<file path="config.mk">
export PLATFORM = sky130hd
export DESIGN_NAME = alu_arbiter
export DESIGN_NICKNAME = d
export VERILOG_FILES = /design/src/rtl/alu_arbiter_pkg.sv /design/src/rtl/alu_arb_pick.sv /design/src/rtl/alu_arbiter.sv
export SDC_FILE = /design/constraint.sdc
export NUM_CORES = 1
export LEC_CHECK = 0
export CORE_AREA = 3 3 116 118
export CTS_BUF_LIST = sky130_fd_sc_hd__clkbuf_4 sky130_fd_sc_hd__clkbuf_8 sky130_fd_sc_hd__clkbuf_16
export DETAILED_ROUTE_END_ITERATION = 10
export DIE_AREA = 0 0 119 121
export PLACE_DENSITY = 0.66
export SLEW_MARGIN = 20
export SYNTH_ARGS = -nofsm -noshare
export SYNTH_HDL_FRONTEND = slang
export SYNTH_SLANG_ARGS = --single-unit
</file>
<file path="constraint.sdc">
create_clock -name clk -period 4.02 [get_ports clk]
set_clock_uncertainty 0.15 [all_clocks]
set_input_delay 1.005 -clock clk [delete_from_list [all_inputs] [get_ports clk]]
set_output_delay 1.005 -clock clk [all_outputs]
set_load 0.005 [all_outputs]
</file>
<file path="src/rtl/alu_arbiter_pkg.sv">
// Shared definitions for the two-requester ALU arbiter: default widths,
// response-slot state encoding and the ALU control codes.
package alu_arbiter_pkg;

  localparam int ALU_BITS      = 32;
  localparam int ALU_CTRL_BITS = 5;

  localparam logic [15:0] GRANT_CNT_MAX = 16'hFFFF;

  typedef enum logic {
    ST_EMPTY = 1'b0,
    ST_FULL  = 1'b1
  } arb_state_t;

  typedef enum logic [ALU_CTRL_BITS-1:0] {
    ALUCTRL_ADD = 5'd0,
    ALUCTRL_SUB = 5'd1,
    ALUCTRL_AND = 5'd2,
    ALUCTRL_OR  = 5'd3,
    ALUCTRL_XOR = 5'd4,
    ALUCTRL_SLL = 5'd5,
    ALUCTRL_SRL = 5'd6,
    ALUCTRL_SLT = 5'd7,
    ALUCTRL_BEQ = 5'd8,
    ALUCTRL_BNE = 5'd9
  } alu_ctrl_e;

  // Saturating increment: the grant counter sticks at its maximum.
  function automatic logic [15:0] sat_inc16(input logic [15:0] val);
    return (val == GRANT_CNT_MAX) ? val : val + 16'd1;
  endfunction

endpackage

</file>
<file path="src/rtl/alu_arb_pick.sv">
// Two-way grant select for the ALU arbiter.
// Define ALU_ARB_RR_EN for round-robin; otherwise requester 0 has fixed priority.
module alu_arb_pick
  import alu_arbiter_pkg::*;
(
  input  logic       clk,
  input  logic       rst,
  input  logic [1:0] i_valid,
  input  logic       i_free,
  output logic [1:0] o_grant,
  output logic       o_grant_idx,
  output logic       o_grant_any
);

  logic w_pref;

`ifdef ALU_ARB_RR_EN
  logic r_ptr;

  // NOTE: sequential state is assigned with <= so every flop samples pre-edge values.
  always_ff @(posedge clk) begin
    if (rst) begin
      r_ptr <= 1'b0;
    end else if (o_grant_any) begin
      r_ptr <= ~o_grant_idx;
    end
  end

  assign w_pref = r_ptr;
`else
  logic w_unused_clk_rst;

  assign w_unused_clk_rst = clk ^ rst;
  assign w_pref           = 1'b0;
`endif

  // NOTE: every output gets a default first so this block can never infer a latch.
  always_comb begin
    o_grant_any = i_free & (|i_valid);
    o_grant_idx = (i_valid == 2'b11) ? w_pref : i_valid[1];
    o_grant     = 2'b00;
    if (o_grant_any) begin
      o_grant[o_grant_idx] = 1'b1;
    end
  end

endmodule

</file>
<file path="src/rtl/alu_arbiter.sv">
// Arbitrates two requesters onto one shared combinational ALU and registers
// its result in a one-entry response slot. Optional macro: ALU_ARB_RR_EN.
module alu_arbiter #(
  parameter int ALU_BITS      = alu_arbiter_pkg::ALU_BITS,
  parameter int ALU_CTRL_BITS = alu_arbiter_pkg::ALU_CTRL_BITS
) (
  input  logic                     clk,
  input  logic                     rst,

  input  logic                     req0_valid,
  output logic                     req0_ready,
  input  logic [ALU_CTRL_BITS-1:0] req0_ctrl,
  input  logic [ALU_BITS-1:0]      req0_a,
  input  logic [ALU_BITS-1:0]      req0_b,

  input  logic                     req1_valid,
  output logic                     req1_ready,
  input  logic [ALU_CTRL_BITS-1:0] req1_ctrl,
  input  logic [ALU_BITS-1:0]      req1_a,
  input  logic [ALU_BITS-1:0]      req1_b,

  output logic [ALU_CTRL_BITS-1:0] alu_ctrl,
  output logic [ALU_BITS-1:0]      alu_rdata1,
  output logic [ALU_BITS-1:0]      alu_rdata2,
  output logic                     alu_immsrc,
  output logic                     alu_pcsrc,
  input  logic [ALU_BITS-1:0]      alu_result,
  input  logic                     alu_is_zero,

  output logic                     rsp_valid,
  input  logic                     rsp_ready,
  output logic                     rsp_id,
  output logic [ALU_BITS-1:0]      rsp_result,
  output logic                     rsp_zero,

  output logic [15:0]              grant_cnt
);

  alu_arbiter_pkg::arb_state_t r_state;
  alu_arbiter_pkg::arb_state_t w_state_nxt;

  logic                w_slot_free;
  logic [1:0]          w_grant;
  logic                w_grant_idx;
  logic                w_grant_any;
  logic                r_rsp_id;
  logic [ALU_BITS-1:0] r_rsp_result;
  logic                r_rsp_zero;
  logic [15:0]         r_grant_cnt;

  // Reset blocks grants so no requester sees ready while rst is high.
  assign w_slot_free = !rst && ((r_state == alu_arbiter_pkg::ST_EMPTY) || rsp_ready);

  alu_arb_pick u_pick (
    .clk         (clk),
    .rst         (rst),
    .i_valid     ({req1_valid, req0_valid}),
    .i_free      (w_slot_free),
    .o_grant     (w_grant),
    .o_grant_idx (w_grant_idx),
    .o_grant_any (w_grant_any)
  );

  assign req0_ready = w_grant[0];
  assign req1_ready = w_grant[1];

  always_ff @(posedge clk) begin
    if (rst) begin
      r_state <= alu_arbiter_pkg::ST_EMPTY;
    end else begin
      r_state <= w_state_nxt;
    end
  end

  always_comb begin
    w_state_nxt = r_state;
    case (r_state)
      alu_arbiter_pkg::ST_EMPTY: begin
        if (w_grant_any) begin
          w_state_nxt = alu_arbiter_pkg::ST_FULL;
        end
      end
      alu_arbiter_pkg::ST_FULL: begin
        if (rsp_ready && !w_grant_any) begin
          w_state_nxt = alu_arbiter_pkg::ST_EMPTY;
        end
      end
      default: w_state_nxt = alu_arbiter_pkg::ST_EMPTY;
    endcase
  end

  // Operand mux to the shared ALU; idle cycles present all-zero fields.
  always_comb begin
    alu_ctrl   = '0;
    alu_rdata1 = '0;
    alu_rdata2 = '0;
    if (w_grant_any) begin
      if (w_grant_idx) begin
        alu_ctrl   = req1_ctrl;
        alu_rdata1 = req1_a;
        alu_rdata2 = req1_b;
      end else begin
        alu_ctrl   = req0_ctrl;
        alu_rdata1 = req0_a;
        alu_rdata2 = req0_b;
      end
    end
  end

  assign alu_immsrc = 1'b0;
  assign alu_pcsrc  = 1'b0;

  always_ff @(posedge clk) begin
    if (rst) begin
      r_rsp_id     <= 1'b0;
      r_rsp_result <= '0;
      r_rsp_zero   <= 1'b0;
    end else if (w_grant_any) begin
      r_rsp_id     <= w_grant_idx;
      r_rsp_result <= alu_result;
      r_rsp_zero   <= alu_is_zero;
    end
  end

  always_ff @(posedge clk) begin
    if (rst) begin
      r_grant_cnt <= 16'd0;
    end else if (w_grant_any) begin
      r_grant_cnt <= alu_arbiter_pkg::sat_inc16(r_grant_cnt);
    end
  end

  assign rsp_valid  = (r_state == alu_arbiter_pkg::ST_FULL);
  assign rsp_id     = r_rsp_id;
  assign rsp_result = r_rsp_result;
  assign rsp_zero   = r_rsp_zero;
  assign grant_cnt  = r_grant_cnt;

endmodule
</file>
# After elaboration in Yosys (flattened, before gate mapping)
# Cells that the tools add are included.
dict set report word_totals {
  reg_bits 51
  input_bits 176
  output_inout_bits 124
  wordCells 34
}
dict set report classes {
  add_sub_neg 1
  n_eq_ne 2
  bitwise_logic 3
  mux 13
  magnitude_cmp 2
  n_reduce_logical 8
}
# cell n
set op_table {}
lappend op_table {{32-bit two-way mux} 4}
lappend op_table {{16-bit by 1-bit adder with 16-bit output, second input constant} 1}
lappend op_table {{16-bit equality test, second input constant} 1}
lappend op_table {{5-bit two-way mux} 2}
lappend op_table {{1-bit two-way mux} 4}
lappend op_table {{1-bit logical AND} 3}
lappend op_table {{2-bit equality test, second input constant} 1}
lappend op_table {{1-bit logical NOT} 2}
lappend op_table {{1-bit by 2-bit < comparator with 1-bit output, second input constant} 1}
lappend op_table {{2-bit two-way mux} 1}
lappend op_table {{1-bit NOT} 2}
lappend op_table {{1-bit case mux with 2 select lines} 1}
lappend op_table {{2-bit AND reduction} 1}
lappend op_table {{2-bit OR reduction} 1}
lappend op_table {{1-bit AND} 1}
lappend op_table {{1-bit demux with 1-bit select} 1}
lappend op_table {{1-bit >= comparator, second input constant} 1}
lappend op_table {{1-bit logical OR} 1}

# Longest topological paths before layout
dict set report logic_depth {
  ltp_word 8
  depth_mapped 7
  mapped_depth_nobuf 6
}

# By module
# A second synthesis with hierarchy kept.
dict set report hier_totals {
  hier_cells 371
  area_unflattened_um2 3339.5
}
# module seq_area_each_um2 area_per_inst_um2 cells_each n_inst
set by_module_without_submodules {}
lappend by_module_without_submodules {alu_arbiter 1021.0 3309.4 367 1}
lappend by_module_without_submodules {alu_arb_pick 0.0 30.0 4 1}

# Worst setup path after synthesis
# OpenSTA, ideal clock, no wires.
dict set report synth_timing {
  kind {in2out}
  start {input port rst}
  end {output port alu_ctrl[0]}
  cell_stages 6
  arrival_ns 2.391
  required_time_ns 2.865
  n_path_buf 3
  setup_slack_ns 0.474
  path_cell_list {clkbuf_1 -> or3_1 -> buf_2 -> nor3b_4 -> buf_6 -> a22o_1}
}
dict set report synth_via {
  elab_chain_cells 4
}
# item line
set synth_lines {}
lappend synth_lines {{start: declaration} alu_arbiter.sv:8} ;# input logic rst,
lappend synth_lines {{1-bit logical NOT} alu_arbiter.sv:52} ;# assign w_slot_free = !rst && ((r_state == alu_arbiter_pkg::ST_EMPTY) || rsp_ready);
lappend synth_lines {{1-bit logical AND} alu_arbiter.sv:52}
lappend synth_lines {{1-bit AND} alu_arb_pick.sv:39} ;# o_grant_any = i_free & (|i_valid);
lappend synth_lines {{5-bit two-way mux} alu_arbiter.sv:97} ;# if (w_grant_any) begin
lappend synth_lines {{end: declaration} alu_arbiter.sv:22} ;# output logic [ALU_CTRL_BITS-1:0] alu_ctrl,
# No other way between the ends.

# Final worst setup path
dict set report layout_timing {
  start {input port rst}
  end {output port alu_rdata1[5]}
}
dict set report layout_via {
  elab_chain_cells 4
}
# item line
set layout_lines {}
lappend layout_lines {{1-bit logical NOT} alu_arbiter.sv:52}
lappend layout_lines {{1-bit logical AND} alu_arbiter.sv:52}
lappend layout_lines {{1-bit AND} alu_arb_pick.sv:39}
lappend layout_lines {{32-bit two-way mux} alu_arbiter.sv:97}
lappend layout_lines {{end: declaration} alu_arbiter.sv:23} ;# output logic [ALU_BITS-1:0] alu_rdata1,
# No other way between the ends.

==> PnR_summary.wiki <==
{| class="wikitable"
! Metric !! Value
|-
| Leakage Power || 2.714 nW
|-
| Fraction of the cycle the final worst path needs || 97.19%
|-
| Status || completed
|-
| Initial drt markers || 189
|-
| Number of primary I/O pins || 300
|-
| Cell Area, Synth || 0.002839 mm²
|-
| RePlAce Congestion || 0.9041
|-
| Most used DFF post-synth || sky130_fd_sc_hd__dfxtp_1
|-
| Final setup vio count || 0
|-
| Share of total power in the clock network || 29.9%
|-
| Cell area reported after detailed placement || 0.006167 mm²
|-
| HPWL after detailed placement || 13,500 µm
|-
| Data required time of the worst path || 2.86 ns
|-
| Maximum fanout count along the critical path || 8
|-
| Peak clock frequency supported by timing || 0.2560 GHz
|-
| Fraction of registers with async set/reset || 0%
|-
| Average cell area after synthesis || 8.399 µm²
|-
| Pwr dens || 234.9 mW/mm²
|-
| Clock buffer count from CTS || 5
|-
| Die W || 119 µm
|-
| EDFF count, synth || 0
|-
| Antenna diode instance count || 0
|-
| Switching Power || 0.0003631 W
|-
| Clock latency on the worst-skew pair || 0.28 ns
|-
| Hold Buf Count CTS || 0
|-
| IO Port Bufs || 297
|-
| Critical path endpoint category || output pin
|-
| Gr ovfl total || 0
|-
| Classification of the worst setup path || primary input to output pin
|-
| Vias in the first global route || 4,013
|-
| Wire length of the first global-routing pass || 23,560 µm
|-
| Slew Limit Fails || 0
|-
| Routed vias || 3,903
|-
| Core ar. || 0.01257 mm²
|-
| DRT Wirelength || 16,470 µm
|-
| Combinational group share of total power || 32.4%
|-
| Routing usage on met3 || 6.527%
|-
| Post-synthesis instance total || 338
|-
| Setup repair after global routing missed its margin || false
|-
| Number of detailed-route iterations in the first pass || 4
|-
| # nets final || 828
|-
| Grt met2 use || 39.35%
|-
| Internal Pwr Total || 0.001114 W
|-
| Worst Max-Slew Pin Slew || 0.7350 ns
|-
| Clk root buf || sky130_fd_sc_hd__clkbuf_16
|-
| Number of nets still failing antenna checks after routing || 0
|-
| Area of the die || 0.01440 mm²
|-
| Maximum buffer depth of the clock tree || 2
|-
| Drt via density || 4.737
|-
| Worst slew margin relative to its limit || 50.55%
|-
| Global-route track usage on met1 || 22.28%
|-
| Reported max-cap violation count || 0
|-
| Starting density of the core || 22.59%
|-
| Synth unique cells || 36
|-
| Total global-route track usage || 21.08%
|-
| CTS tree || built
|-
| Cell area after layout || 0.006287 mm²
|-
| GR peak layer || met2
|-
| Reg-to-reg setup timing slack || 1.75 ns
|-
| IR drop worst, VDD || 164.4 µV
|-
| Layout overhead on the synthesized area || 121.5%
|-
| Seq cells post-synth || 51
|-
| Depth of the CTS H-tree || 2
|-
| Most common library cell in the layout ignoring fill and taps || sky130_fd_sc_hd__clkdlybuf4s50_1
|-
| Most frequent cells in the layout || 223 x sky130_fd_sc_hd__clkdlybuf4s50_1, 69 x sky130_fd_sc_hd__a22o_1, 69 x sky130_fd_sc_hd__nand2_1
|-
| Die height || 121 µm
|-
| Fraction of layout cells with a size suffix above 1 || 14.72%
|-
| Net Sw Frac || 24.59%
|-
| Final period demand of the worst path || 3.907 ns
|-
| Sequential power share || 37.7%
|-
| Maximum number of pins on one net before global-route repair || 54
|-
| Clock transition at the registers of the reported paths || 0.07 ns
|-
| Type of the tightest min-delay check || register to register
|-
| Worst Hold Slack || 0.3235 ns
|-
| Yosys synthesis warning count || 0
|-
| Worst setup SP type || primary input
|-
| Number of standard-cell rows in the floorplan || 41
|-
| Number of sinks handled by clock tree synthesis || 51
|-
| DRC violations left || 0
|-
| Average detailed-routed wire length per instance || 19.98 µm
|-
| Hold Fails Final Rpt || 0
|-
| Data arrival time of the critical path || 2.75 ns
|-
| Sequential element share of the synthesized area || 35.96%
|-
| Number of antenna violations at the first check in global routing || 0
|}
## cell usage after synthesis, types with 4 or more instances
cell type                  count  area share, %
sky130_fd_sc_hd__nand2_1      69            9.1
sky130_fd_sc_hd__a22o_1       69             21
sky130_fd_sc_hd__nor2_1       19            2.5
sky130_fd_sc_hd__dfxtp_1      51             36
sky130_fd_sc_hd__xor2_1        7            2.2
sky130_fd_sc_hd__nand3_1       7            1.2
sky130_fd_sc_hd__nor3_1        5           0.88
sky130_fd_sc_hd__and3_1        5            1.1
sky130_fd_sc_hd__nand4_1       6            1.3
sky130_fd_sc_hd__clkbuf_1     18            2.4
sky130_fd_sc_hd__buf_6         7            2.8
sky130_fd_sc_hd__nand3b_1     33            8.7
sky130_fd_sc_hd__xnor2_1       4            1.2
## area by class of cell
class | instances | area, µm²
Clock buffer | 7 | 146.4
Multi-Input combinational cell | 254 | 1648
Inverter | 2 | 7.507
Clock inverter | 1 | 8.758
Fill cell | 1201 | 6281
Sequential cell | 51 | 1021
Tap cell | 172 | 215.2
Timing Repair Buffer | 337 | 3241
## sequential cells by signal, indices dropped and copies added, names as in the netlist
name        cells
rsp_result     32
grant_cnt      16
rsp_id          1
rsp_valid       1
rsp_zero        1
## per-stage QoR
step / TNS, ns / setup WS (ns) / power, W / cells / util [%]
after floorplan: 0 / 0.4741 / 0.0006930 / 339 / -
after global placement: -19.03 / -0.3538 / 0.001060 / 807 / 49.07
after detailed placement: -19.75 / -0.3814 / 0.001066 / 807 / 49.07
after CTS: 0 / 0.1254 / 0.001497 / 824 / 50.02
after global routing: 0 / 0.04035 / 0.001543 / 824 / 50.02
final: 0 / 0.1130 / 0.001477 / 824 / 50.02
## routing by layer
layer	wire, µm	vias to the layer above	share of wire [%]
met2	8599	191	52
met4	551	0	3.3
li1	-	1856	-
met1	6010	1825	36
met3	1305	31	7.9
met5	0	-	0
## repair_timing
item,4_1_cts,5_1_grt
resized for setup,220,0
setup endpoints to repair,70,0
setup buffers,6,0
## final timing paths
kind	from	endpoint	cells after the start
setup / recovery	rst	alu_rdata1[5]	9
hold / removal	rsp_result[1]	rsp_result[1]	2
setup reg to reg	grant_cnt[0]	grant_cnt[3]	6
hold reg to reg	rsp_result[1]	rsp_result[1]	2
## logic make-up (layout without fill, tap and decap cells)
kind of cell	Yosys count	count (layout)	share of synthesized area, %
other	1	2	0.1321
muxes	1	1	0.3526
DFF	51	51	35.96
buffers and inverters	34	347	6.699
and+or+nand+nor	159	159	29.22
xor gates and xnor gates	11	11	3.393
AOI/OAI and AO/OA	80	80	23.80
adders and majority gates	1	1	0.4407
## power by group through the flow
| stage | combinational [W] | sequential (W) | clock (W) |
|---|---|---|---|
| after floorplan | 0.000124 | 0.000569 | 0 |
| after global placement | 0.000495 | 0.000566 | 0 |
| after detailed placement | 0.000498 | 0.000568 | 0 |
| after CTS | 0.000482 | 0.000557 | 0.000458 |
| after global routing | 0.000511 | 0.000561 | 0.000472 |
| final | 0.000478 | 0.000557 | 0.000441 |
## critical path, cell delays in order
cell                              delay (ns)
sky130_fd_sc_hd__dlygate4sd2_1          0.28
sky130_fd_sc_hd__or3_4                  0.42
sky130_fd_sc_hd__nor3b_4                0.23
sky130_fd_sc_hd__buf_4                  0.15
sky130_fd_sc_hd__buf_12                 0.12
sky130_fd_sc_hd__buf_12                 0.11
sky130_fd_sc_hd__buf_16                 0.11
sky130_fd_sc_hd__a22o_1                 0.13
sky130_fd_sc_hd__clkdlybuf4s15_2        0.20
Power figures use the tool's default switching activity.
